$ cat config.mk
export PLATFORM = sky130hd
export DESIGN_NAME = pc_branch_unit
export DESIGN_NICKNAME = d
export VERILOG_FILES = /design/src/rtl/pc_branch_pkg.sv /design/src/rtl/return_stack.sv /design/src/rtl/pc_branch_unit.sv
export SDC_FILE = /design/constraint.sdc
export NUM_CORES = 1
export LEC_CHECK = 0
export CAP_MARGIN = 20
export CORE_ASPECT_RATIO = 1.75
export CORE_MARGIN = 5
export CORE_UTILIZATION = 40
export CTS_BUF_LIST = sky130_fd_sc_hd__clkbuf_4
export DETAILED_ROUTE_END_ITERATION = 10
export GPL_ROUTABILITY_DRIVEN = 0
export PLACE_DENSITY = 0.57
export SYNTH_ARGS = -nofsm -noshare
export SYNTH_HDL_FRONTEND = slang
export SYNTH_SLANG_ARGS = --single-unit
$ cat constraint.sdc
create_clock -name clock -period 3.2 [get_ports clock]
set_input_delay 0.64 -clock clock [delete_from_list [all_inputs] [get_ports clock]]
set_output_delay 0.64 -clock clock [all_outputs]
set_load 0.02 [all_outputs]
$ cat src/rtl/pc_branch_pkg.sv
// rtl/pc_branch_pkg.sv - branch operation encoding shared by the PC/branch stage
package pc_branch_pkg;

    typedef enum logic [3:0] {
        BR_NONE = 4'd0,
        BR_JMP  = 4'd1,
        BR_BEQ  = 4'd2,
        BR_BNE  = 4'd3,
        BR_BGT  = 4'd4,
        BR_BGE  = 4'd5,
        BR_BLT  = 4'd6,
        BR_BLE  = 4'd7,
        BR_CALL = 4'd8,
        BR_RET  = 4'd9
    } branch_op_t;

endpackage

$ cat src/rtl/return_stack.sv
// rtl/return_stack.sv - LIFO return-address stack with combinational top-of-stack read
module return_stack #(
    parameter int DATA_WIDTH  = 11,
    parameter int STACK_DEPTH = 4
) (
    input  logic                  clock,
    input  logic                  reset,
    input  logic                  push,
    input  logic                  pop,
    input  logic [DATA_WIDTH-1:0] data_in,
    output logic [DATA_WIDTH-1:0] data_out,
    output logic                  full,
    output logic                  empty
);

    localparam int CNT_W = $clog2(STACK_DEPTH + 1);
    localparam int IDX_W = (STACK_DEPTH > 1) ? $clog2(STACK_DEPTH) : 1;

    logic [DATA_WIDTH-1:0] r_mem [STACK_DEPTH];
    logic [CNT_W-1:0]      r_count;
    logic [IDX_W-1:0]      w_wr_idx;
    logic [IDX_W-1:0]      w_rd_idx;

    assign w_wr_idx = IDX_W'(r_count);
    assign w_rd_idx = IDX_W'(r_count - CNT_W'(1));
    assign full     = (r_count == CNT_W'(STACK_DEPTH));
    assign empty    = (r_count == '0);
    assign data_out = r_mem[w_rd_idx];

    // Entries are never cleared; only the count defines what is valid.
    always_ff @(posedge clock) begin
        if (push && !full) begin
            r_mem[w_wr_idx] <= data_in;
        end
    end

    always_ff @(posedge clock) begin
        if (reset) begin
            r_count <= '0;
        end else if (push && !full) begin
            r_count <= r_count + CNT_W'(1);
        end else if (pop && !empty) begin
            r_count <= r_count - CNT_W'(1);
        end
    end

endmodule

$ cat src/rtl/pc_branch_unit.sv
// rtl/pc_branch_unit.sv - program counter, branch resolution and call/return handling
module pc_branch_unit
    import pc_branch_pkg::*;
#(
    parameter int DATA_WIDTH  = 11,
    parameter int STACK_DEPTH = 4
) (
    input  logic                  clock,
    input  logic                  pc_reset,
    input  logic                  pc_enable,
    input  logic [3:0]            branch_op,
    input  logic [DATA_WIDTH-1:0] target_in,
    input  logic                  flag_Z,
    input  logic                  flag_N,
    output logic [DATA_WIDTH-1:0] pc_out,
    output logic                  branch_taken,
    output logic                  stack_overflow,
    output logic                  stack_underflow
);

    logic [DATA_WIDTH-1:0] r_pc;
    logic                  r_taken;
    logic                  r_ovf;
    logic                  r_unf;

    logic [DATA_WIDTH-1:0] w_pc_inc;
    logic [DATA_WIDTH-1:0] w_next_pc;
    logic [DATA_WIDTH-1:0] w_stack_top;
    logic                  w_redirect;
    logic                  w_push;
    logic                  w_pop;
    logic                  w_set_ovf;
    logic                  w_set_unf;
    logic                  w_full;
    logic                  w_empty;
    logic                  w_stack_push;
    logic                  w_stack_pop;

    assign w_pc_inc = r_pc + DATA_WIDTH'(1);

    always_comb begin
        w_redirect = 1'b0;
        w_push     = 1'b0;
        w_pop      = 1'b0;
        w_set_ovf  = 1'b0;
        w_set_unf  = 1'b0;
        w_next_pc  = w_pc_inc;
        case (branch_op_t'(branch_op))
            BR_JMP:  w_redirect = 1'b1;
            BR_BEQ:  w_redirect = flag_Z;
            BR_BNE:  w_redirect = !flag_Z;
            BR_BGT:  w_redirect = !flag_Z && !flag_N;
            BR_BGE:  w_redirect = !flag_N;
            BR_BLT:  w_redirect = flag_N;
            BR_BLE:  w_redirect = flag_N || flag_Z;
            BR_CALL: begin
                w_redirect = !w_full;
                w_push     = !w_full;
                w_set_ovf  = w_full;
            end
            BR_RET: begin
                w_redirect = !w_empty;
                w_pop      = !w_empty;
                w_set_unf  = w_empty;
            end
            default: ;
        endcase
        // RET is the only redirect whose destination comes from the stack.
        if (w_redirect) begin
            w_next_pc = w_pop ? w_stack_top : target_in;
        end
    end

    assign w_stack_push = pc_enable && w_push;
    assign w_stack_pop  = pc_enable && w_pop;

    return_stack #(
        .DATA_WIDTH  (DATA_WIDTH),
        .STACK_DEPTH (STACK_DEPTH)
    ) u_return_stack (
        .clock    (clock),
        .reset    (pc_reset),
        .push     (w_stack_push),
        .pop      (w_stack_pop),
        .data_in  (w_pc_inc),
        .data_out (w_stack_top),
        .full     (w_full),
        .empty    (w_empty)
    );

    always_ff @(posedge clock) begin
        if (pc_reset) begin
            r_pc    <= '0;
            r_taken <= 1'b0;
            r_ovf   <= 1'b0;
            r_unf   <= 1'b0;
        end else if (pc_enable) begin
            r_pc    <= w_next_pc;
            r_taken <= w_redirect;
            r_ovf   <= r_ovf || w_set_ovf;
            r_unf   <= r_unf || w_set_unf;
        end else begin
            r_taken <= 1'b0;
        end
    end

    assign pc_out          = r_pc;
    assign branch_taken    = r_taken;
    assign stack_overflow  = r_ovf;
    assign stack_underflow = r_unf;

endmodule
After elaboration in Yosys (flattened, before gate mapping)
Memory sizes are Yosys's and may differ from the RTL's.
Index checks and enable logic that the tools add are counted.
- add/sub/neg operators: 3
- reductions and logical operators: 15
- bitwise logic cells: 1
- multiplexer cells: 11
- equality and inequality tests: 10
- operator list (kind ; number):
    11-bit two-way mux ; 2
    4-bit by 3-bit == test with 1-bit output, second input constant ; 4
    11-bit by 1-bit adder with 11-bit output, second input constant ; 1
    1-bit case mux with 9 select lines ; 1
    4-bit by 2-bit == test with 1-bit output, second input constant ; 2
    4-bit == test, second input constant ; 2
    1-bit two-way mux ; 6
    3-bit two-way mux ; 2
    1-bit logical AND ; 5
    4-bit by 1-bit == test with 1-bit output, second input constant ; 1
    1-bit zero test ; 4
    3-bit by 1-bit adder with 3-bit output, second input constant ; 1
    3-bit == test, second input constant ; 1
    3-bit zero test ; 1
    1-bit logical OR ; 3
    3-bit by 1-bit subtractor with 3-bit output, second input constant ; 1
    2-bit nonzero test ; 1
    2-bit OR reduction ; 1
    1-bit NOT ; 1
- bits in writable memories: 44
- output and inout bits: 14
- memories kept: 1
- register bits: 17
- logic and storage cells: 46
- memory list (name ; depth ; bits a word ; read ports ; clocked after memory_dff ; wr ports ; line ; RTL):
    u_return_stack.r_mem ; 4 ; 11 ; 1 ; 0 ; 1 ; return_stack.sv:19 ; logic [DATA_WIDTH-1:0] r_mem [STACK_DEPTH];

Longest topological paths before layout
Gate-level depths: netlist of the first run.
- word-level depth: 7
- gate-level depth with buffers: 9
- mapped depth without buffers: 7

Hierarchy
From an unflattened synthesis of the first run, not the netlist that was laid out.
- cell total of the unflattened synthesis: 223
- area, all modules: 3011.6 µm²
- by module, submodules not included (module ; seq. area each (µm²) ; cells an instance ; area each (µm²) ; instances):
    return_stack ; 1381.3 ; 91 ; 1886.8 ; 1
    pc_branch_unit ; 280.3 ; 132 ; 1124.8 ; 1

Worst setup path after synthesis of the first run
No wires, ideal clock.
- path type: reg-to-reg
- from: register u_return_stack.r_count[0]
- to: register r_pc[5] (netlist: pc_out[5])
- setup time: 0.128 ns
- slack: 0.756 ns
- data arrival time: 2.316 ns
- clock period less this slack: 2.444 ns
- cell stages (with the launch flop): 9
- cell sequence: dfxtp_1 -> buf_2 -> inv_1 -> ha_1 -> clkbuf_1 -> mux4_2 -> mux2_2 -> o211ai_1 -> a31oi_1
- cells in the longest elaborated chain, start to end: 5
- elaborated cells on any way between the ends: 10
- classes of those cells: add/sub: 1; eq/ne: 1; mux: 4; reduce/logical: 3; memory: 1
- RTL lines (what ; line ; RTL):
    start: declaration ; return_stack.sv:20 ; logic [CNT_W-1:0] r_count;
    start signal: assignment ; return_stack.sv:41 ; r_count <= r_count + CNT_W'(1);
    start signal: assignment ; return_stack.sv:43 ; r_count <= r_count - CNT_W'(1);
    parallel branches: the longest is 4 deep, another holds memory read 4 x 11 bit ; n/a ;
    11-bit two-way mux (*) ; pc_branch_unit.sv:69 ; if (w_redirect) begin
    end signal: assignment ; pc_branch_unit.sv:98 ; r_pc <= w_next_pc;
    end: declaration ; pc_branch_unit.sv:21 ; logic [DATA_WIDTH-1:0] r_pc;
Every way passes the cells marked *.
A chain may end at the register's enable or synchronous reset.

Worst setup path in the final report of the first run
- from: input port branch_op[0]
- to: register r_pc[2] (netlist: pc_out[2])
- cells in the longest elaborated chain, start to end: 4
- elaborated cells on any way between the ends: 13
- classes of those cells: eq/ne: 9; mux: 4
- RTL lines (what ; line ; RTL):
    start: declaration ; pc_branch_unit.sv:11 ; input logic [3:0] branch_op,
    parallel branches: the longest is 3 deep, another holds 1-bit case mux with 9 select lines ; n/a ;
    11-bit two-way mux (*) ; pc_branch_unit.sv:69 ;
Marks and branches as above.

==> results of run 1 <==
[worst max-delay path: stages]
cell and delay (ns):
clkdlybuf4s50_1 0.62, nor3_1 0.10, a41o_1 0.23, or4_1 0.47
buf_4 0.22, a221oi_1 0.28, o32ai_1 0.13
[registers in the layout (all words and copies together) (netlist names)]
signal / flops
u_return_stack.r_mem: 44
pc_out: 11
u_return_stack.r_count: 3
branch_taken: 1
stack_overflow: 1
stack_underflow: 1
[synth_stat cells, types with 2 or more instances]
master    number
edfxtp_1      44
dfxtp_1       17
nand2b_1      15
nand2_1       12
nor3_1        12
mux4_2        11
nor2_1        11
clkbuf_1      10
nor2b_1       10
o32ai_1       10
a221oi_2       8
inv_1          8
ha_1           6
xnor2_1        6
xor2_1         6
nand3_1        5
a21oi_1        4
buf_2          4
mux2_2         3
a31oi_1        2
and3_1         2
[layout make-up]
cell class | count | area (sq um)
fillers | 652 | 3657
well taps | 86 | 107.6
multi-input cells | 143 | 1216
clock inverters | 4 | 42.54
flip-flops and latches | 61 | 1662
inverters | 8 | 30.03
repair buffers | 46 | 427.9
clock buffers | 12 | 90.09
[through the flow]
stage | worst slack (ns) | hold WS [ns]
finish | 0.8188 | 0.4901
global route | 0.7106 | 0.5462
CTS | 0.8530 | 0.5019
detailed placement | 0.3733 | 0.4763
global placement | 0.4201 | 0.4535
floorplan | 0.7558 | 0.5136
[cell families (layout without fill, tap and decap cells)]
logic type / Yosys count / in the layout / share of synthesized area [%]
fa+ha+maj: 6 / 6 / 2.525
mux: 15 / 15 / 9.806
simple gates: 78 / 78 / 14.73
flops: 61 / 61 / 55.89
compound gates: 32 / 32 / 10.31
buf+inv: 23 / 70 / 3.199
xor+xnor: 12 / 12 / 3.535
[metal layers]
metal	wire [um]	vias up
li1	-	956
met1	2802	979
met2	3679	41
met3	322	10
met4	135	0
met5	0	-
[worst max path at each step]
stage,startpoint,endpoint,slack (ns),depth (start not counted)
2_1_floorplan,u_return_stack.r_count[0],pc_out[5],0.76,8
3_3_place_gp,branch_op[0],pc_out[2],0.42,7
3_5_place_dp,branch_op[0],pc_out[2],0.37,7
4_1_cts,branch_op[0],pc_out[2],0.85,7
5_1_grt,branch_op[0],pc_out[2],0.71,7
6_report,branch_op[0],pc_out[2],0.82,7
[power groups by stage]
stage | logic [mW] | clock network (mW) | registers, mW
finish | 0.206 | 0.529 | 0.888
global route | 0.225 | 0.587 | 0.892
CTS | 0.208 | 0.552 | 0.888
detailed placement | 0.207 | 0 | 0.906
global placement | 0.205 | 0 | 0.906
floorplan | 0.106 | 0 | 0.916
==> flow_summary.ini, run 1 <==
[outcome]
run_status = finished, final reports clean

[clock_network]
cts_buffers = 9
post-cts-setup-buffer-count = 0
cts.repair.resized = 0
cts.sinks = 61
cts_hold_buf = 0
cts_buffer_depth = 2
cts_tree = yes
clk-insertion-delay-late_ns = 0.42
clk_pin_slew_ns = 0.09
root_buffer = clkbuf_4
htreeDepth = 3

[synthesis]
ys_ff_latch = 61
synth_area_per_cell_sq_um = 13.10
synth.distinct_cells = 42
yosys-top-cells-area = edfxtp_1 44%, dfxtp_1 11%, mux4_2 8.3%
synthCells = 227
seq_area_frac_synth_pct = 55.89
synth_top_cell_area_share_pct = 44.44
synth_flop_cell = edfxtp_1
yosys_warnings = 0
async_flop_share_pct = 0
synth_top_cell_by_area = edfxtp_1
synth_nets = 253
synth_enable_flop_cells = 44
netlist_area_sq_mm = 0.002973

[layout]
fin_util_pct = 49.44
syn_to_final_growth_pct = 20.29
design_area_sq_mm = 0.003576
final_common_cell = edfxtp_1
layout-drive-gt1-share_pct = 18.98
fin_nets = 295
diodes = 0
final_cells = 360
final_cell_mix = 44 x edfxtp_1, 33 x clkdlybuf4s50_1, 17 x dfxtp_1

[floorplanning]
die_y_um = 124.0
start_util_pct = 41.10
dieWidth_um = 75.17
core_sq_mm = 0.007233
dieArea_sq_mm = 0.009324
pin_count = 34
rows = 41

[hold_path]
worstHoldPathCells = 2
hp-start = stack_overflow
holdPathEnd = stack_overflow
hold_class = register to register

[sta]
fin_crit_sh_pct = 74.41
finClkSkew_ns = 0.01598
finalCriticalPeriod_ns = 2.381
rsz0062_at_grt = false
maxSlewViolCount = 0
max_slew_margin_pct = 60.73
setup_tns_ns = 0
hold_viol = 0
finalSetupViolCount = 0
fmax_mhz = 420.0
worstMarginPinSlew_ns = 0.5891

[pwr]
power_switching_uw = 395.8
switching_share_pct = 24.40
power_frac_clock_pct = 32.6
pwr-share-comb_pct = 12.7
p_int_mw = 1.226
p_per_area_mw_per_mm2 = 453.6
leakagePower_nw = 1.169
irDropWorstVdd_v = 0.0002945
fin_total_pwr_mw = 1.622
seq_power_share_pct = 54.7

[detailed_routing]
viasPerCell = 5.517
drt_iter0_markers = 90
wl_per_cell_um = 19.28
via_count = 1986
first_pass_iters = 4
wirelength_um = 6939
route.detailed.drc = 0
ant_nets = 0

[global_routing]
grt_use_met1_pct = 19.93
gr-total-overflow = 0
grt_max_degree = 21
grt_pass1_vias = 2067
grt_use_total_pct = 17.02
grt_first_pass_wirelength_um = 11140
grt.busiest_layer = met2
grt.met3_usage_pct = 5.493
antenna_found_initial = 0
met2_usage_pct = 28.49

[setup_path]
r2r-end = pc_out[2]
regToRegStartpoint = u_return_stack.r_count[1]
endpoint_kind = register
worstSetupPathType = input pin to register
startpoint_type = input pin
crit_arrival_ns = 2.67
cp_data_required_time_ns = 3.49
r2r.worst_path.cells = 6
crit_fanout = 11
r2r_slack_ns = 1.01

[place]
dpl-instance-area_sq_mm = 0.003443
placed_cells = 344
port_buffers = 33
dpl.hpwl_um = 4830

[flow_run]
cap_violations = 0
Power figures use the tool's default switching activity.
==> run 2, diff against run 1 <==
--- a/config.mk
+++ b/config.mk
@@ -12,7 +12,7 @@
 export CTS_BUF_LIST = sky130_fd_sc_hd__clkbuf_4
 export DETAILED_ROUTE_END_ITERATION = 10
 export GPL_ROUTABILITY_DRIVEN = 0
-export PLACE_DENSITY = 0.57
+export PLACE_DENSITY = 0.59
 export SYNTH_ARGS = -nofsm -noshare
 export SYNTH_HDL_FRONTEND = slang
 export SYNTH_SLANG_ARGS = --single-unit
==> constraint.sdc (replaced) <==
create_clock -name clock -period 1.91 [get_ports clock]
set_input_delay 0.382 -clock clock [delete_from_list [all_inputs] [get_ports clock]]
set_output_delay 0.382 -clock clock [all_outputs]
set_load 0.02 [all_outputs]
==> flow_summary.ini, run 2 (synthesis gave the netlist of run 1 again) <==
[sta]
finalCriticalPeriod_ns = 1.823
hold_viol = 0
rsz0062_at_grt = false
fmax_mhz = 548.6
finClkSkew_ns = 0.01619
finalSetupViolCount = 0
max_slew_margin_pct = 72.36
worst_hold_slack_ns = 0.4770
fin_crit_sh_pct = 95.43
worstMarginPinSlew_ns = 0.4117
maxSlewViolCount = 0

[detailed_routing]
drt_iter0_markers = 49
first_pass_iters = 5
wl_per_cell_um = 18.95
via_count = 2130
viasPerCell = 5.420
ant_nets = 0
wirelength_um = 7446
route.detailed.drc = 0

[pwr]
power_frac_clock_pct = 29.1
power_switching_uw = 683.3
p_per_area_mw_per_mm2 = 686.5
irDropWorstVdd_v = 0.0004361
seq_power_share_pct = 55.4
leakagePower_nw = 1.484
p_int_mw = 1.982
pwr-share-comb_pct = 15.5
switching_share_pct = 25.64

[layout]
regMostFlops = u_return_stack.r_mem
fillers = 631
largest_reg_flops = 44
layout-drive-gt1-share_pct = 30.62
final_common_cell = edfxtp_1
syn_to_final_growth_pct = 30.60
fin_nets = 328
final_cell_mix = 44 x edfxtp_1, 42 x buf_4, 18 x clkdlybuf4s50_1
diodes = 0
fin_util_pct = 53.68

[clock_network]
clk-insertion-delay-late_ns = 0.42
root_buffer = clkbuf_4
htreeDepth = 3
clk_pin_slew_ns = 0.10
cts.sinks = 61
cts_tree = yes
cts_buffer_depth = 2
cts_buffers = 9

[setup_path]
cp_data_required_time_ns = 2.21
worstSetupPathType = register to register
endpoint_kind = register
crit_chain = inv_1 > ha_2 > buf_12 > mux4_2 > mux2_2 > o211ai_1 > a31oi_1
slowest_stage = dfxtp_4
crit_arrival_ns = 2.13
crit_fanout = 12
max_stage_delay_ns = 0.36
startpoint_type = register

[flow_run]
cap_violations = 0

[floorplanning]
dieWidth_um = 75.17
core_sq_mm = 0.007233
start_util_pct = 41.10
dieArea_sq_mm = 0.009324
pin_count = 34
rows = 41
die_y_um = 124.0

[place]
port_buffers = 33
dpl.hpwl_um = 5330

[global_routing]
grt_pass1_vias = 2138
grt_use_total_pct = 17.22
grt_max_degree = 19
gr-total-overflow = 0
grt_first_pass_wirelength_um = 11390
antenna_found_initial = 0

[hold_path]
hold_class = register to register

[outcome]
run_status = finished, final reports clean
==> run 2: cell count changes in the layout (fill, tap and decap cells not counted), moves of 7 or more <==
cell             change
dlygate4sd2_1        +7
dlymetal6s2s_1       +8
clkdlybuf4s50_1     -15
buf_4               +29
==> run 2: final cells by class <==
type | count | area, sq um | area share (%)
clock buffer | 13 | 97.59 | 2.514
clock inverter | 3 | 15.01 | 0.3867
inverter | 8 | 30.03 | 0.7734
multi-input combinational | 143 | 1244 | 32.03
sequential | 61 | 1665 | 42.89
tap | 86 | 107.6 | 2.772
timing repair buffer | 79 | 723.2 | 18.63
==> run 2: power by group through the flow <==
stage	combinational, mW	sequential [mW]	clock [mW]
2_1_floorplan	0.182	1.53	0
3_3_place_gp	0.404	1.51	0
3_5_place_dp	0.408	1.51	0
4_1_cts	0.406	1.48	0.792
5_1_grt	0.445	1.48	0.852
6_report	0.412	1.48	0.776
==> run 2: critical path, delay by kind of cell, from the launching register on <==
| kind | cells | cell delay [ns] |
|---|---|---|
| AO/OA/AOI/OAI | 2 | 0.21 |
| adder cells (fa/ha/maj) | 1 | 0.34 |
| buffers and inverters | 2 | 0.21 |
| flip-flops | 1 | 0.36 |
| multiplexers | 2 | 0.57 |
==> run 2: final timing paths <==
kind | start | depth (start not counted) | endpoint | slack, ns
max | u_return_stack.r_count[0] | 7 | pc_out[5] | 0.09
min | stack_underflow | 2 | stack_underflow | 0.48
max reg2reg | u_return_stack.r_count[0] | 7 | pc_out[5] | 0.09
min reg2reg | stack_underflow | 2 | stack_underflow | 0.48
==> run 2: timing repair <==
action                     CTS  global route
hold buffers                 0             0
pin swaps                    0             4
buffers inserted             0             1
setup endpoints to repair   16            50
gates cloned                 0             1
gates resized for setup     10            19
==> run 2: through the flow <==
step / cell area, sq um / power, mW / instances / setup slack [ns] / TNS [ns]
after floorplan: 3002 / 1.716 / 227 / -0.08144 / -2.707
after global placement: 3692 / 1.911 / 375 / -0.4964 / -22.26
after detailed placement: 3692 / 1.916 / 375 / -0.5366 / -23.32
after CTS: 3810 / 2.676 / 391 / 0.001278 / 0
after global routing: 3882 / 2.779 / 393 / 0.01717 / 0
final: 3882 / 2.665 / 393 / 0.08727 / 0
==> run 2: per-layer routing <==
layer	part of all wire [%]	track usage, %	up-vias
met3	4.6	4.604	9
met2	53	28.88	50
li1	-	-	1023
met4	1.4	5.580	0
met5	0	0	-
met1	40	21.25	1048
